==> config.mk <==
export PLATFORM = sky130hd
export DESIGN_NAME = attr_pixel_pipe
export DESIGN_NICKNAME = d
export VERILOG_FILES = /design/src/rtl/attr_pkg.sv /design/src/rtl/attr_blink_ctr.sv /design/src/rtl/attr_pixel_pipe.sv
export SDC_FILE = /design/constraint.sdc
export NUM_CORES = 1
export LEC_CHECK = 0
export ABC_CLOCK_PERIOD_IN_PS = 1800
export BUFFER_PORTS_ARGS = -buffer_cell sky130_fd_sc_hd__buf_4
export CORE_MARGIN = 1.5
export CORE_UTILIZATION = 46
export DETAILED_ROUTE_END_ITERATION = 7
export PLACE_DENSITY = 0.85
export SLEW_MARGIN = 5
export SYNTH_ARGS = -nofsm -noshare
export SYNTH_HDL_FRONTEND = slang
export SYNTH_SLANG_ARGS = --single-unit
==> constraint.sdc <==
create_clock -name clk -period 1.8 [get_ports clk]
set_input_delay 0.54 -clock clk [delete_from_list [all_inputs] [get_ports clk]]
set_output_delay 0.54 -clock clk [all_outputs]
set_load 0.01 [all_outputs]
==> src/rtl/attr_pkg.sv <==
// Shared constants, sideband bundle and DAC index composition
// for the attribute-controller pixel pipeline.
package attr_pkg;

    localparam int ATTR_IDX_W      = 4;
    localparam int PAL_W           = 6;
    localparam int DAC_W           = 8;
    localparam int BLINK_CTR_W     = 5;
    localparam int ATTR_PIPE_DEPTH = 3;

    typedef struct packed {
        logic valid;
        logic de;
        logic phase;
    } attr_sb_t;

    // 16-colour path: colour-select supplies the top bits, and with
    // p54s set it also overrides palette bits 5:4.
    function automatic logic [DAC_W-1:0] dac_compose(
        input logic [ATTR_IDX_W-1:0] cs,
        input logic                  p54s,
        input logic [PAL_W-1:0]      pal
    );
        logic [1:0] mid;
        mid = p54s ? cs[1:0] : pal[5:4];
        return {cs[3:2], mid, pal[3:0]};
    endfunction

endpackage

==> src/rtl/attr_blink_ctr.sv <==
// Blink frame counter: registered vsync edge detect plus a 5-bit
// wrapping frame counter; blink_phase is counter bit 4.
// Ports: clk, rst (async high), vsync in; blink_phase out.
// Built only when ATTR_BLINK_EN is defined.
`ifdef ATTR_BLINK_EN
module attr_blink_ctr
    import attr_pkg::*;
(
    input  logic clk,
    input  logic rst,
    input  logic vsync,
    output logic blink_phase
);

    logic                   vsync_q;
    logic                   rise;
    logic [BLINK_CTR_W-1:0] ctr;
    logic [BLINK_CTR_W-1:0] ctr_inc;

    assign rise    = vsync & ~vsync_q;
    assign ctr_inc = ctr + BLINK_CTR_W'(1);

    // Runs every clk, independent of the pixel-rate enable.
    always_ff @(posedge clk or posedge rst) begin
        if (rst) begin
            vsync_q <= 1'b0;
            ctr     <= '0;
        end else begin
            vsync_q <= vsync;
            if (rise)
                ctr <= ctr_inc;
        end
    end

    // A pixel accepted in the same cycle as the vsync edge already
    // sees the incremented count.
    assign blink_phase = rise ? ctr_inc[BLINK_CTR_W-1]
                              : ctr[BLINK_CTR_W-1];

endmodule
`endif

==> src/rtl/attr_pixel_pipe.sv <==
// Attribute-controller pixel pipeline: plane mask + blink, palette
// read, colour-select/overscan merge into the 8-bit DAC index.
// Ports: clk, h_reset (async high), clk_en; pixel in (pix_valid,
// pix_idx, pix_de, pix_blink); vsync; mode regs (plane_en,
// mode_8bpp, p54s, blink_en, color_sel, overscan); palette port
// (pal_addr out, pal_data in); dac_idx, dac_valid out.
// Macro ATTR_BLINK_EN builds the blink counter and blink masking.
module attr_pixel_pipe
    import attr_pkg::*;
#(
    parameter int PIPE_DEPTH = ATTR_PIPE_DEPTH
) (
    input  logic                  clk,
    input  logic                  h_reset,
    input  logic                  clk_en,
    input  logic                  pix_valid,
    input  logic [ATTR_IDX_W-1:0] pix_idx,
    input  logic                  pix_de,
    input  logic                  pix_blink,
    input  logic                  vsync,
    input  logic [ATTR_IDX_W-1:0] plane_en,
    input  logic                  mode_8bpp,
    input  logic                  p54s,
    input  logic                  blink_en,
    input  logic [ATTR_IDX_W-1:0] color_sel,
    input  logic [DAC_W-1:0]      overscan,
    output logic [ATTR_IDX_W-1:0] pal_addr,
    input  logic [PAL_W-1:0]      pal_data,
    output logic [DAC_W-1:0]      dac_idx,
    output logic                  dac_valid
);

    localparam int UNUSED_DEPTH = PIPE_DEPTH;

    logic                  blink_phase;
    logic [ATTR_IDX_W-1:0] masked;
    logic                  phase;
    logic [3:0]            held;
    attr_sb_t              sb_a;
    attr_sb_t              sb_b;

`ifdef ATTR_BLINK_EN
    attr_blink_ctr u_blink (
        .clk         (clk),
        .rst         (h_reset),
        .vsync       (vsync),
        .blink_phase (blink_phase)
    );

    always_comb begin
        masked = pix_idx & plane_en;
        if (blink_en & pix_blink & blink_phase)
            masked[3] = 1'b0;
    end
`else
    logic unused_blink;
    assign unused_blink = ^{vsync, pix_blink, blink_en};
    assign blink_phase  = 1'b0;

    always_comb begin
        masked = pix_idx & plane_en;
        if (blink_phase)
            masked[3] = 1'b0;
    end
`endif

    // Stage A: palette address plus sideband. The 8bpp pairing phase
    // toggles on every displayed pixel and restarts on border pixels.
    always_ff @(posedge clk or posedge h_reset) begin
        if (h_reset) begin
            pal_addr <= '0;
            sb_a     <= '0;
            phase    <= 1'b0;
        end else if (clk_en) begin
            sb_a.valid <= pix_valid;
            sb_a.de    <= pix_de;
            sb_a.phase <= phase;
            if (pix_valid) begin
                pal_addr <= masked;
                phase    <= pix_de ? ~phase : 1'b0;
            end
        end
    end

    // Stage B: sideband waits while the palette performs its read.
    always_ff @(posedge clk or posedge h_reset) begin
        if (h_reset)
            sb_b <= '0;
        else if (clk_en)
            sb_b <= sb_a;
    end

    // Stage C: merge palette data into the DAC index.
    always_ff @(posedge clk or posedge h_reset) begin
        if (h_reset) begin
            dac_idx   <= '0;
            dac_valid <= 1'b0;
            held      <= '0;
        end else if (clk_en) begin
            dac_valid <= 1'b0;
            if (sb_b.valid) begin
                if (!sb_b.de) begin
                    dac_idx   <= overscan;
                    dac_valid <= 1'b1;
                end else if (!mode_8bpp) begin
                    dac_idx   <= dac_compose(color_sel, p54s, pal_data);
                    dac_valid <= 1'b1;
                end else if (!sb_b.phase) begin
                    held <= pal_data[3:0];
                end else begin
                    dac_idx   <= {held, pal_data[3:0]};
                    dac_valid <= 1'b1;
                end
            end
        end
    end

endmodule

# Word-level counts from Yosys, hierarchy flattened
# Cells that the tools add are included.
# op_classes
eq_ne	1
muxes	9
bitwise_logic	3
reduce_logical	3
# op_table
operator	count
$mux 8	3
$mux 1	5
$reduce_and 5->1	1
$and 4x4->4	1
$ne 3x3->1 const B	1
$reduce_and 3->1	1
$mux 2	1
$not 1->1	2
$reduce_and 2->1	1
# word_totals
reg_bits	24
inputBits	36
out_inout_bits	13
elab_cells	27

# Logic depth before layout (Yosys ltp)
# Gate-level depths: netlist (run 1).
# logic_depth
ltp_word	4
mapped_depth	6
mapped_depth_nobuf	3

# Least setup slack after synthesis (run 1)
# OpenSTA, ideal clock, no wires.
# synth_timing
path_kind	input -> register
startpoint	in clk_en
endpoint	reg dac_idx[6]
setup_ns	0.125
arrival_time_ns	1.429
required_time_ns	1.675
path_slack_ns	0.246
stages	6
n_path_buf	3
path_cell_list	buf_6 > and2_4 > buf_6 > and2_4 > buf_6 > mux2_4
# synth_via
elab_chain_cells	1
# synth_lines
element	line_no	rtl
from (decl)	attr_pixel_pipe.sv:15	input logic clk_en,
$reduce_and 3->1 (no source line)	-	
to (signal assigned)	attr_pixel_pipe.sv:103	dac_idx <= overscan;
to (signal assigned)	attr_pixel_pipe.sv:106	dac_idx <= dac_compose(color_sel, p54s, pal_data);
to (signal assigned)	attr_pixel_pipe.sv:111	dac_idx <= {held, pal_data[3:0]};
to (decl)	attr_pixel_pipe.sv:29	output logic [DAC_W-1:0] dac_idx,
# Every way passes these cells.
# A chain may end at the register's enable or synchronous reset.

# Worst setup path after layout (run 1)
# layout_timing
startpoint	reg sb_b[0] (netlist bit)
endpoint	reg held[2]
# layout_via
elab_chain_cells	2
# layout_lines
element	line_no	rtl
from (decl)	attr_pixel_pipe.sv:40	attr_sb_t sb_b;
from (signal assigned)	attr_pixel_pipe.sv:88	sb_b <= '0;
from (signal assigned)	attr_pixel_pipe.sv:90	sb_b <= sb_a;
$not 1->1 (no source line)	-	
$reduce_and 5->1 (no source line)	-	
to (signal assigned)	attr_pixel_pipe.sv:109	held <= pal_data[3:0];
to (decl)	attr_pixel_pipe.sv:38	logic [3:0] held;
# Every way passes these cells.

==> summary.md, run 1 <==
| Metric | Value |
|---|---|
| Max Cap Viol | 0 |
| CTS tree | yes |
| Dominant cells by area after synthesis | dfrtp_1, mux2_2, a21oi_1 |
| Largest net degree at the start of global routing | 25 |
| Crit Path Class | register to register |
| H-Tree Depth | 1 |
| Post-synthesis cell type count | 19 |
| Synth warn | 0 |
| Family with the most delay on the worst path | simple AND/OR/NAND/NOR gates |
| IO Pins | 49 |
| Status | complete, no violations |
| GP Congestion | 0.7254 |
| N_diodes | 0 |
| Crit-path max cell delay | 390 ps |
| Routed Wire Length | roughly 2.4 mm |
| Multi-input combinational cell area | 451.7 um2 |
| CTS Buffer Depth | 2 |
| Achievable frequency | 674.4 MHz |
| Clock Tree Root | clkbuf_4 |
| Post-CTS Resized | 0 |
| Area growth, synth to finish | 33.75% |
| Die H | 52.18 um |
| Worst path bufs/invs | 0 |
| Initial DRC count | 5 |
| CP Depth | 3 |
| Worst Hold Class | input pin to async pin |
| Actual slew at the worst max-slew pin | 325.2 ps |
| Final Cell Area | 1488 um2 |
| Post-CTS Hold Fix Bufs | 0 |
| Clock sink total | 24 |
| Static leakage power | 0.7404 nW |
| Via count | 870 |
| Die X | roughly 52 um |
| Layout fillers | just under 200 |
| Pre-Repair DR Iteration Count | 3 |
| Reg2Reg Depth | 3 |
| Initial antenna violation count | 0 |
| Slew Limit Fails | 0 |
| DIE AREA | about 2700 um2 |
| Buffers added on ports | 45 |
| Worst EP required | 2010 ps |
| Peak VDD IR | 0.6865 mV |
| Tot Pwr | between 0.0015 and 0.002 W |
| Register area | 600.6 um2 |
| Drt wl/cell | approximately 14 um |
| Fin crit share | 82.38% |
| Global route overflow | 0 |
| Leading area contributor after synthesis | dfrtp_1 |
| Final setup vio count | 0 |
| Worst path cell trace | nand3b_2, nor2_1, mux2_2 |
| Unrepaired setup endpoints after global routing | no |
| Vias in the first global route | 891 |
| Crit-path slowest cell | dfrtp_1 |
| Share of the synthesized area in the top cell type | 53.99% |
| Layout cells sized above 1 | 47.18% |
| Gr usage total | 18.30% |
| Slew margin rel. | around 78% |
| Postcts setup bufs | 0 |
| Core ar. | 2255 um2 |
| First-pass GRT wire length | between 3 and 4 mm |
| Yosys reg bits | 24 |
| CP endpoint kind | register |
| Syn Nets | about 130 |
| Initial Util | 49.33% |
| Final setup TNS | 0 ps |
| Final Net Count | 179 |
| PD cells | approximately 1000 nW/um2 |
| Tmin final | 1483 ps |
| Placed Area | between 1000 and 1500 um2 |
| Clock latency on the worst-skew pair | slightly above 300 ps |
| Post-synthesis sequential area ratio | 53.99% |
| CP Launch Type | register |
| Post-Syn Area per Cell | ~11 um2 |
| # DRC | 0 |
| Critical Path AT | 1690 ps |
| DP Wirelength | 1.826 mm |
| Rows | 17 |
| Crit path max fanout | 8 |
| CTS buffer count | 3 |
| Clock Skew | approximately 3.7 ps |
| Synthesized cell area | 1112 um2 |
| Routed Antenna Nets | 0 |
| CTS clk-pin slew, worst paths | 130 ps |
| Post-Synthesis Cells | 97 |
| Fin util | about 66% |
| Hold Fails Final Rpt | 0 |
| Number of vias per cell | 5.118 |
## where the power goes
group,switching (W),internal [W],total [W]
clock,0.000154,0.000123,0.000277
sequential,0.0000780,0.000685,0.000763
combinational,0.000212,0.000301,0.000512
total,0.000444,0.00111,0.00155
## state kept, by name, summed over array words and instances, names as in the netlist
name       flops
dac_idx        8
dac_valid      1
held           4
pal_addr       4
phase          1
sb_a           3
sb_b           3
## layer usage
metal / up-vias / track usage (%) / share of wire, %
met4: 0 / 6.410 / 0
li1: 423 / - / -
met5: - / 0 / 0
met1: 413 / 19.32 / 40
met3: 0 / 2.286 / 5.8
met2: 34 / 36.50 / 54
## cell usage after synthesis, drive strengths merged
cell type   n
a21o        1
a21oi      12
a31oi       2
and2        2
buf         5
clkbuf      1
dfrtp      24
inv         3
mux2       13
mux2i       6
nand2      11
nand2b      5
nand3b      1
nor2        3
o211ai      2
o21ai       6
## cells in the final DEF (no fill, tap or decap)
cell type and n:
clkbuf_8 1, o21ai_0 6, and2_4 2, buf_4 47, inv_1 3, nand2b_1 5
mux2i_1 6, nand3b_2 1, nand2_1 11, mux2_4 2, nor2_1 3, a21o_1 1
o211ai_1 2, a31oi_1 2, a21oi_1 12, dfrtp_1 24, mux2_2 11, clkbuf_4 3
## path summary, 6_finish.rpt
path	end	startpoint	slack, ps
worst min-delay path	sb_a[0]	h_reset	270
worst min register to register	dac_valid	dac_valid	500
max in group asynchronous	sb_b[0]	h_reset	1300
worst max register to register	held[2]	sb_b[0]	320
worst max-delay path	held[2]	sb_b[0]	320
min in group clk	pal_addr[3]	plane_en[3]	470
## through the flow
stage / hold slack [ps] / cells / setup WS [ps]
after floorplan: 457.4 / 97 / 245.6
after global placement: 466.3 / 166 / 154.2
after detailed placement: 476.0 / 166 / 105.4
after CTS: 274.6 / 170 / 298.7
after global routing: 268.3 / 170 / 182.6
final: 272.3 / 170 / 317.2
## worst register-to-register path, cell delays in order (launching register included)
cell and delay [ps]:
dfrtp_1 390, nand3b_2 300, nor2_1 320, mux2_2 380
## cell type report
class	instances	share of cell area [%]
clock buffers	4	2.439
repair buffers	47	23.72
well taps	28	2.355
multi-input cells	64	30.36
inverters	3	0.7569
flip-flops and latches	24	40.37
## kinds of logic (layout without fill, tap and decap cells)
group                  count (synthesis)  after routing  synth area share (%)
AO/OA/AOI/OAI                         23             23                 11.25
buffers and inverters                  9             54                 5.399
flip-flops                            24             24                 53.99
multiplexers                          19             19                 19.24
AND/OR/NAND/NOR                       22             22                 10.12
No activity file was read; power rests on OpenSTA's default activity.
==> inputs of run 2 (changes only) <==
--- a/config.mk
+++ b/config.mk
@@ -5,12 +5,13 @@
 export SDC_FILE = /design/constraint.sdc
 export NUM_CORES = 1
 export LEC_CHECK = 0
-export ABC_CLOCK_PERIOD_IN_PS = 1800
+export ABC_AREA = 1
+export ABC_CLOCK_PERIOD_IN_PS = 1300
 export BUFFER_PORTS_ARGS = -buffer_cell sky130_fd_sc_hd__buf_4
 export CORE_MARGIN = 1.5
-export CORE_UTILIZATION = 46
+export CORE_UTILIZATION = 42
 export DETAILED_ROUTE_END_ITERATION = 7
-export PLACE_DENSITY = 0.85
+export PLACE_DENSITY = 0.82
 export SLEW_MARGIN = 5
 export SYNTH_ARGS = -nofsm -noshare
 export SYNTH_HDL_FRONTEND = slang
==> constraint.sdc (replaced) <==
create_clock -name clk -period 1.3 [get_ports clk]
set_input_delay 0.39 -clock clk [delete_from_list [all_inputs] [get_ports clk]]
set_output_delay 0.39 -clock clk [all_outputs]
set_load 0.01 [all_outputs]
==> run 2 against run 1 <==
Effect of this change: sequential power grew 31%; setup slack got worse by 270 ps; hold slack worse by 170 ps; synthesized cell count rose by 43%; utilization fell by 4.8 points; sequential cell count did not move; via count is 19% higher; first-iteration DRC count grew to 2.6 times the previous value; cell area rose by 3.7%; area after synthesis grew 2.8%.
==> summary.md, run 2 <==
| Metric | Value |
|---|---|
| Global route overflow | 0 (unchanged) |
| Fin crit share | 96.38% |
| Commonest non-fill, non-tap cell in the layout | nand2_1 |
| Clk pwr share | 19.3% (+1.4 points) |
| R2R setup slack | 110 ps (-210 ps) |
| Post-Syn Area per Cell | 8.227 um2 (-28%) |
| CTS tree | yes |
| Core ar. | 2522 um2 (+12%) |
| CTS clk-pin slew, worst paths | 120 ps (about the same) |
| Crit-path slowest cell | dfrtp_1 |
| Share of the synthesized area in the top cell type | 52.52% (-1.5 points) |
| Top cells by count, synth | nand2_1, dfrtp_1, o21ai_0, inv_1, nor2_1 |
| DP Wirelength | 1.940 mm (+6.3%) |
| Die X | 55.18 um (+5.8%) |
| Largest register FFs | 8 (unchanged) |
| Routed Antenna Nets | 0 (unchanged) |
| Critical Path Start | pal_addr[3] |
| Synthesized cell area | 1144 um2 (+2.8%) |
| CTS Buffer Depth | 2 (unchanged) |
| Post-synthesis cell type count | 18 (-1) |
| Via count | 1035 (+19%) |
| CP endpoint kind | output port |
| P_sw | 0.0005966 W (+34%) |
| Peak VDD IR | 0.9882 mV (+44%) |
| Vias in the first global route | 989 (+11%) |
| Leading area contributor after synthesis | dfrtp_1 |
| Family with the most delay on the worst path | flip-flops |
| Number of synthesized flops with an enable pin | 0 (unchanged) |
| Static leakage power | 0.8251 nW (+11%) |
| Top_reg_cell synth | dfrtp_1 |
| FF-to-FF End | dac_idx[6] |
| GP Congestion | 0.7513 (+3.6%) |
| Placed Instances | 210 (+27%) |
| Most common cell in the netlist | nand2_1 |
| PD cells | 1283 nW/um2 (+23%) |
| Non-filler cells, final | 216 (+27%) |
| Hold Fails Final Rpt | 0 (unchanged) |
| Final setup TNS | 0 ps (unchanged) |
| Crit-path max cell delay | 410 ps (+20 ps) |
| Tmin final | about 1300 ps |
| Layout cells sized above 1 | 34.41% (-13 points) |
| Yosys reg bits | 24 (unchanged) |
| Initial antenna violation count | 0 (unchanged) |
| Buffers added on ports | 45 (unchanged) |
| Fin util | 61.16% (-4.8 points) |
| Async SR Flop Fraction | 100.0% (unchanged) |
| IO Pins | 49 (unchanged) |
| Dominant cells by area after synthesis | dfrtp_1, nand2_1, o21ai_0 |
| Top flop regs | dac_idx x8, held x4, pal_addr x4 |
| Worst path bufs/invs | 1 (+1) |
| Status | complete, no violations |
| Number of vias per cell | 4.792 (-6.4%) |
| Actual slew at the worst max-slew pin | 334.2 ps (+8.966 ps) |
| Post-CTS Hold Fix Bufs | 0 (unchanged) |
| Largest net degree at the start of global routing | 25 (unchanged) |
| Gr usage total | 18.11% (-0.20 points) |
| Rows | 18 (+1) |
| Area growth, synth to finish | 34.90% |
| Clock latency on the worst-skew pair | 310 ps (about the same) |
| Crit path max fanout | 2 (-6) |
| # DRC | 0 (unchanged) |
| Reg2reg start | sb_b[1] |
| Achievable frequency | 798.1 MHz |
| Clock Tree Root | clkbuf_4 |
| Die H | 55.18 um (+5.8%) |
| Slew Limit Fails | 0 (unchanged) |
| Final Net Count | 223 (+25%) |
| Post-Synthesis Cells | 139 (+43%) |
| Reg with most FFs | dac_idx |
| Slew margin rel. | 77.72% (-0.52 points) |
| Drt wl/cell | 11.58 um (-17%) |
| Final setup vio count | 0 (unchanged) |
| Commonest non-fill, non-tap cells in the layout | nand2_1, buf_4, dfrtp_1, o21ai_0, inv_1 |
| Syn Nets | 175 (+32%) |
| CP Launch Type | register |
| DIE AREA | 3045 um2 (+12%) |
| N_diodes | 0 (unchanged) |
| Pre-Repair DR Iteration Count | 4 (+1) |
| Synth warn | 0 (unchanged) |
| Initial DRC count | 13 (+8) |
| Max Cap Viol | 0 (unchanged) |
| CTS buffer count | 3 (unchanged) |
| Switching Share | 30.14% (+1.6 points) |
| Post-synthesis sequential area ratio | 52.52% (-1.5 points) |
| Crit Path Class | register to output port |
| Routed Wire Length | 2.502 mm (+6.0%) |
| Layout fillers | 238 (+23%) |
| Worst Hold Class | input pin to async pin |
| Critical Path AT | 860 ps (-830 ps) |
| Part of the power in combinational logic | 29.9% (-3.1 points) |
| Clock Skew | 3.849 ps (+0.1693 ps) |
| H-Tree Depth | 1 (unchanged) |
| Worst EP required | 910 ps (-1100 ps) |
| Reg2Reg Depth | 5 (+2) |
| Int Pwr | 0.001383 W (+25%) |
| Register share of total power | 50.8% (+1.7 points) |
| Initial Util | 45.34% (-4.0 points) |
| Worst path cell trace | buf_4 |
| Clock sink total | 24 (unchanged) |
| First-pass GRT wire length | 3.884 mm (+7.4%) |
==> run 2: cell types whose count changed after synthesis, moves of 4 or more <==
| cell | previous run | this run |
|---|---|---|
| nand2_1 | 11 | 48 |
| o21ai_0 | 6 | 22 |
| inv_1 | 3 | 14 |
| mux2_2 | 11 | 0 |
| a21oi_1 | 12 | 4 |
| mux2i_1 | 6 | 0 |
| nand2b_1 | 5 | 0 |
| nor2_1 | 3 | 8 |
| or2_2 | 0 | 4 |
==> run 2: area by class of cell <==
cell class	count	area (um2)	area share (%)
sequential	24	600.6	38.93
multi-input combinational	94	439.2	28.47
timing repair buffer	48	367.9	23.84
inverter	16	61.31	3.974
tap	30	37.54	2.433
clock buffer	4	36.28	2.352
==> run 2: power groups by stage <==
stage | logic (W) | clock network (W) | registers (W)
2_1_floorplan | 0.000274 | 0 | 0.00104
3_3_place_gp | 0.000558 | 0 | 0.00101
3_5_place_dp | 0.000577 | 0 | 0.00102
4_1_cts | 0.000582 | 0.000388 | 0.00100
5_1_grt | 0.000670 | 0.000425 | 0.00103
6_report | 0.000592 | 0.000383 | 0.00100
==> run 2: stage by stage <==
step | worst slack (ps) | area [um2] | hold WS (ps) | power (W)
global route | -0.1983 | 1543 | 125.3 | 0.002121
CTS | 33.43 | 1520 | 112.0 | 0.001974
global placement | 146.4 | 1484 | 452.9 | 0.001565
detailed placement | 86.30 | 1484 | 459.1 | 0.001595
floorplan | 201.0 | 1144 | 404.6 | 0.001318
finish | 47.00 | 1543 | 103.8 | 0.001979
==> run 2: worst max path at each step <==
stage | end | slack [ps] | cells past startpoint
after global placement | dac_idx[6] | 150 | 7
final | pal_addr[3] | 50 | 1
after floorplan | dac_idx[0] | 200 | 6
after CTS | dac_valid | 30 | 1
after detailed placement | dac_idx[6] | 90 | 7
after global routing | dac_idx[7] | -0.2 | 1
==> run 2: timing repair <==
item / CTS / global route
endpoints found under the hold margin: 0 / 0
setup endpoints to repair: 0 / 3
resized for setup: 0 / 2
buffers inserted: 0 / 2
==> run 2: cells by family (layout without fill, tap and decap cells) <==
| family | Yosys count | count (layout) | share of synthesized area (%) |
|---|---|---|---|
| buf+inv | 21 | 68 | 9.079 |
| compound gates | 28 | 28 | 12.91 |
| simple gates | 66 | 66 | 25.49 |
| flops | 24 | 24 | 52.52 |
==> run 2: metal layers <==
metal	share of wire, %	routed length (um)	vias up	global-route usage, %
met5	0	0	-	0
met4	1.4	36	0	6.098
met3	7.8	196	4	2.957
met2	47	1188	39	33.13
met1	43	1081	468	21.39
li1	-	-	524	-
==> inputs of run 3 (changes only) <==
--- a/config.mk
+++ b/config.mk
@@ -11,7 +11,7 @@
 export CORE_MARGIN = 1.5
 export CORE_UTILIZATION = 42
 export DETAILED_ROUTE_END_ITERATION = 7
-export PLACE_DENSITY = 0.82
+export PLACE_DENSITY = 0.85
 export SLEW_MARGIN = 5
 export SYNTH_ARGS = -nofsm -noshare
 export SYNTH_HDL_FRONTEND = slang
==> run 3 against run 2 <==
Effect of this change: sequential cell count did not move; critical path type unchanged; register-to-register slack improved by 50 ps; utilization rose by 1.8 points.
==> summary.md, run 3 (synthesis gave the netlist of run 2 again) <==
| Metric | Value |
|---|---|
| GP Congestion | 0.7366 (-2.0%) |
| PD cells | 1375 nW/um2 (+7.1%) |
| Critical Path AT | 870 ps (about the same) |
| Core ar. | 2522 um2 (unchanged) |
| Worst path bufs/invs | 1 (unchanged) |
| Family with the most delay on the worst path | flip-flops |
| Crit path max fanout | 2 (unchanged) |
| FF-to-FF End | dac_idx[7] |
| Worst EP required | 910 ps (about the same) |
| Reg with most FFs | dac_idx |
| Die X | 55.18 um (unchanged) |
| Top flop regs | dac_idx x8, held x4, pal_addr x4 |
| Reg2reg start | sb_b[1] |
| Slew Limit Fails | 0 (unchanged) |
| Die H | 55.18 um (unchanged) |
| Worst path cell trace | buf_4 |
| Clock Skew | 7.233 ps (+3.383 ps) |
| Crit-path max cell delay | 410 ps (about the same) |
| Non-filler cells, final | 219 (+1.4%) |
| Worst hold slack | 98.66 ps (-5.112 ps) |
| Reg2Reg Depth | 5 (unchanged) |
| CTS tree | yes |
| DP Wirelength | 2.021 mm (+4.2%) |
| Pre-CTS WS | 101.8 ps (+15.51 ps) |
| Actual slew at the worst max-slew pin | 308.5 ps (-25.63 ps) |
| First-pass GRT wire length | 4.202 mm (+8.2%) |
| Vias in the first global route | 1045 (+5.7%) |
| Status | complete, no violations |
| Pre-Repair DR Iteration Count | 4 (unchanged) |
| Slew margin rel. | 79.43% (+1.7 points) |
| R2R setup slack | 160 ps (+50 ps) |
| Clock latency on the worst-skew pair | 310 ps (about the same) |
| Initial Util | 45.34% (unchanged) |
| Commonest non-fill, non-tap cells in the layout | nand2_1, buf_4, dfrtp_1, o21ai_0, inv_1 |
| Drt wl/cell | 11.95 um (+3.1%) |
| Buffers added on ports | 45 (unchanged) |
| Via count | 1062 (+2.6%) |
| CTS Buffer Depth | 2 (unchanged) |
| Fin crit share | 96.96% (+0.57 points) |
| CTS clk-pin slew, worst paths | 130 ps (about the same) |
| Largest register FFs | 8 (unchanged) |
| Rows | 18 (unchanged) |
| Static leakage power | 0.8483 nW (+2.8%) |
| Largest net degree at the start of global routing | 25 (unchanged) |
| Crit Path Class | register to output port |
| Global route overflow | 0 (unchanged) |
| Commonest non-fill, non-tap cell in the layout | nand2_1 |
| CTS buffer count | 3 (unchanged) |
| N_diodes | 0 (unchanged) |
| Layout fillers | 239 (+0.42%) |
| CP Launch Type | register |
| Crit-path slowest cell | dfrtp_1 |
| Routed Wire Length | 2.616 mm (+4.6%) |
| Achievable frequency | 793.4 MHz (-0.59%) |
| Final Net Count | 226 (+1.3%) |
| Area growth, synth to finish | 38.95% |
| Post-CTS Hold Fix Bufs | 0 (unchanged) |
| Gr usage total | 19.35% (+1.2 points) |
| Final setup vio count | 0 (unchanged) |
| # DRC | 0 (unchanged) |
| Layout cells sized above 1 | 35.45% (+1.0 points) |
| H-Tree Depth | 1 (unchanged) |
| Placed Instances | 210 (unchanged) |
| Hold Fails Final Rpt | 0 (unchanged) |
| Tmin final | 1260 ps (+7.438 ps) |
| Number of vias per cell | 4.849 (+1.2%) |
| IO Pins | 49 (unchanged) |
| Initial antenna violation count | 0 (unchanged) |
| Worst Hold Class | input pin to async pin |
| CP endpoint kind | output port |
| Clock Tree Root | clkbuf_4 |
| Initial DRC count | 24 (+11) |
| Peak VDD IR | 0.8194 mV (-17%) |
| Max Cap Viol | 0 (unchanged) |
| Routed Antenna Nets | 0 (unchanged) |
| DIE AREA | 3045 um2 (unchanged) |
| Final worst slack | 39.56 ps (-7.438 ps) |
| Clock sink total | 24 (unchanged) |
-- run 3: changes by cell type in the layout (fill, tap and decap cells not counted) --
cell,delta
clkbuf_8,-1
buf_4,+1
bufinv_16,+1
buf_6,+2
-- run 3: tightest hold or removal path, cell delays in order --
cell	delay [ps]
buf_4	110
inv_1	40
buf_4	290
-- run 3: how the worst max path moves through the flow --
stage / cells past startpoint / startpoint / endpoint
floorplan: 6 / clk_en / dac_idx[0]
detailed placement: 7 / clk_en / dac_idx[7]
CTS: 1 / dac_idx[7] / dac_idx[7]
global placement: 7 / clk_en / dac_idx[6]
finish: 1 / dac_idx[0] / dac_idx[0]
global route: 1 / pal_addr[0] / pal_addr[0]
-- run 3: final cells by class --
cell class | instances | area, um2 | share of cell area, %
Multi-Input combinational cell | 94 | 439.2 | 27.64
Timing Repair Buffer | 51 | 397.9 | 25.04
Clock inverter | 1 | 30.03 | 1.890
Sequential cell | 24 | 600.6 | 37.80
Tap cell | 30 | 37.54 | 2.362
Clock buffer | 3 | 22.52 | 1.417
Inverter | 16 | 61.31 | 3.858
-- run 3: power by group --
group / leakage [nW] / switching, W / internal, W
Combinational: 0.524 / 0.000308 / 0.000339
Sequential: 0.296 / 0.0000896 / 0.000914
Clock: 0.0279 / 0.000222 / 0.000311
-- run 3: stage by stage --
step | power [W] | cell area (um2) | TNS [ps] | util (%)
after floorplan | 0.001318 | 1144 | 0 | -
after global routing | 0.002325 | 1589 | -28.78 | 63.00
after global placement | 0.001564 | 1484 | 0 | 58.83
after CTS | 0.002131 | 1536 | 0 | 60.91
after detailed placement | 0.001600 | 1484 | 0 | 58.83
final | 0.002184 | 1589 | 0 | 63.00
-- run 3: timing repair --
item | in CTS | in global routing
hold endpoints to repair | 0 | 0
resized for setup | 0 | 4
buffers inserted | 0 | 5
endpoints found under the setup margin | 0 | 8
-- run 3: per-layer routing --
metal,up-vias,share of wire (%),track usage (%)
li1,529,-,-
met1,486,43,21.66
met2,45,50,36.71
met3,2,6.8,4.032
met4,0,0.46,5.285
met5,-,0,0
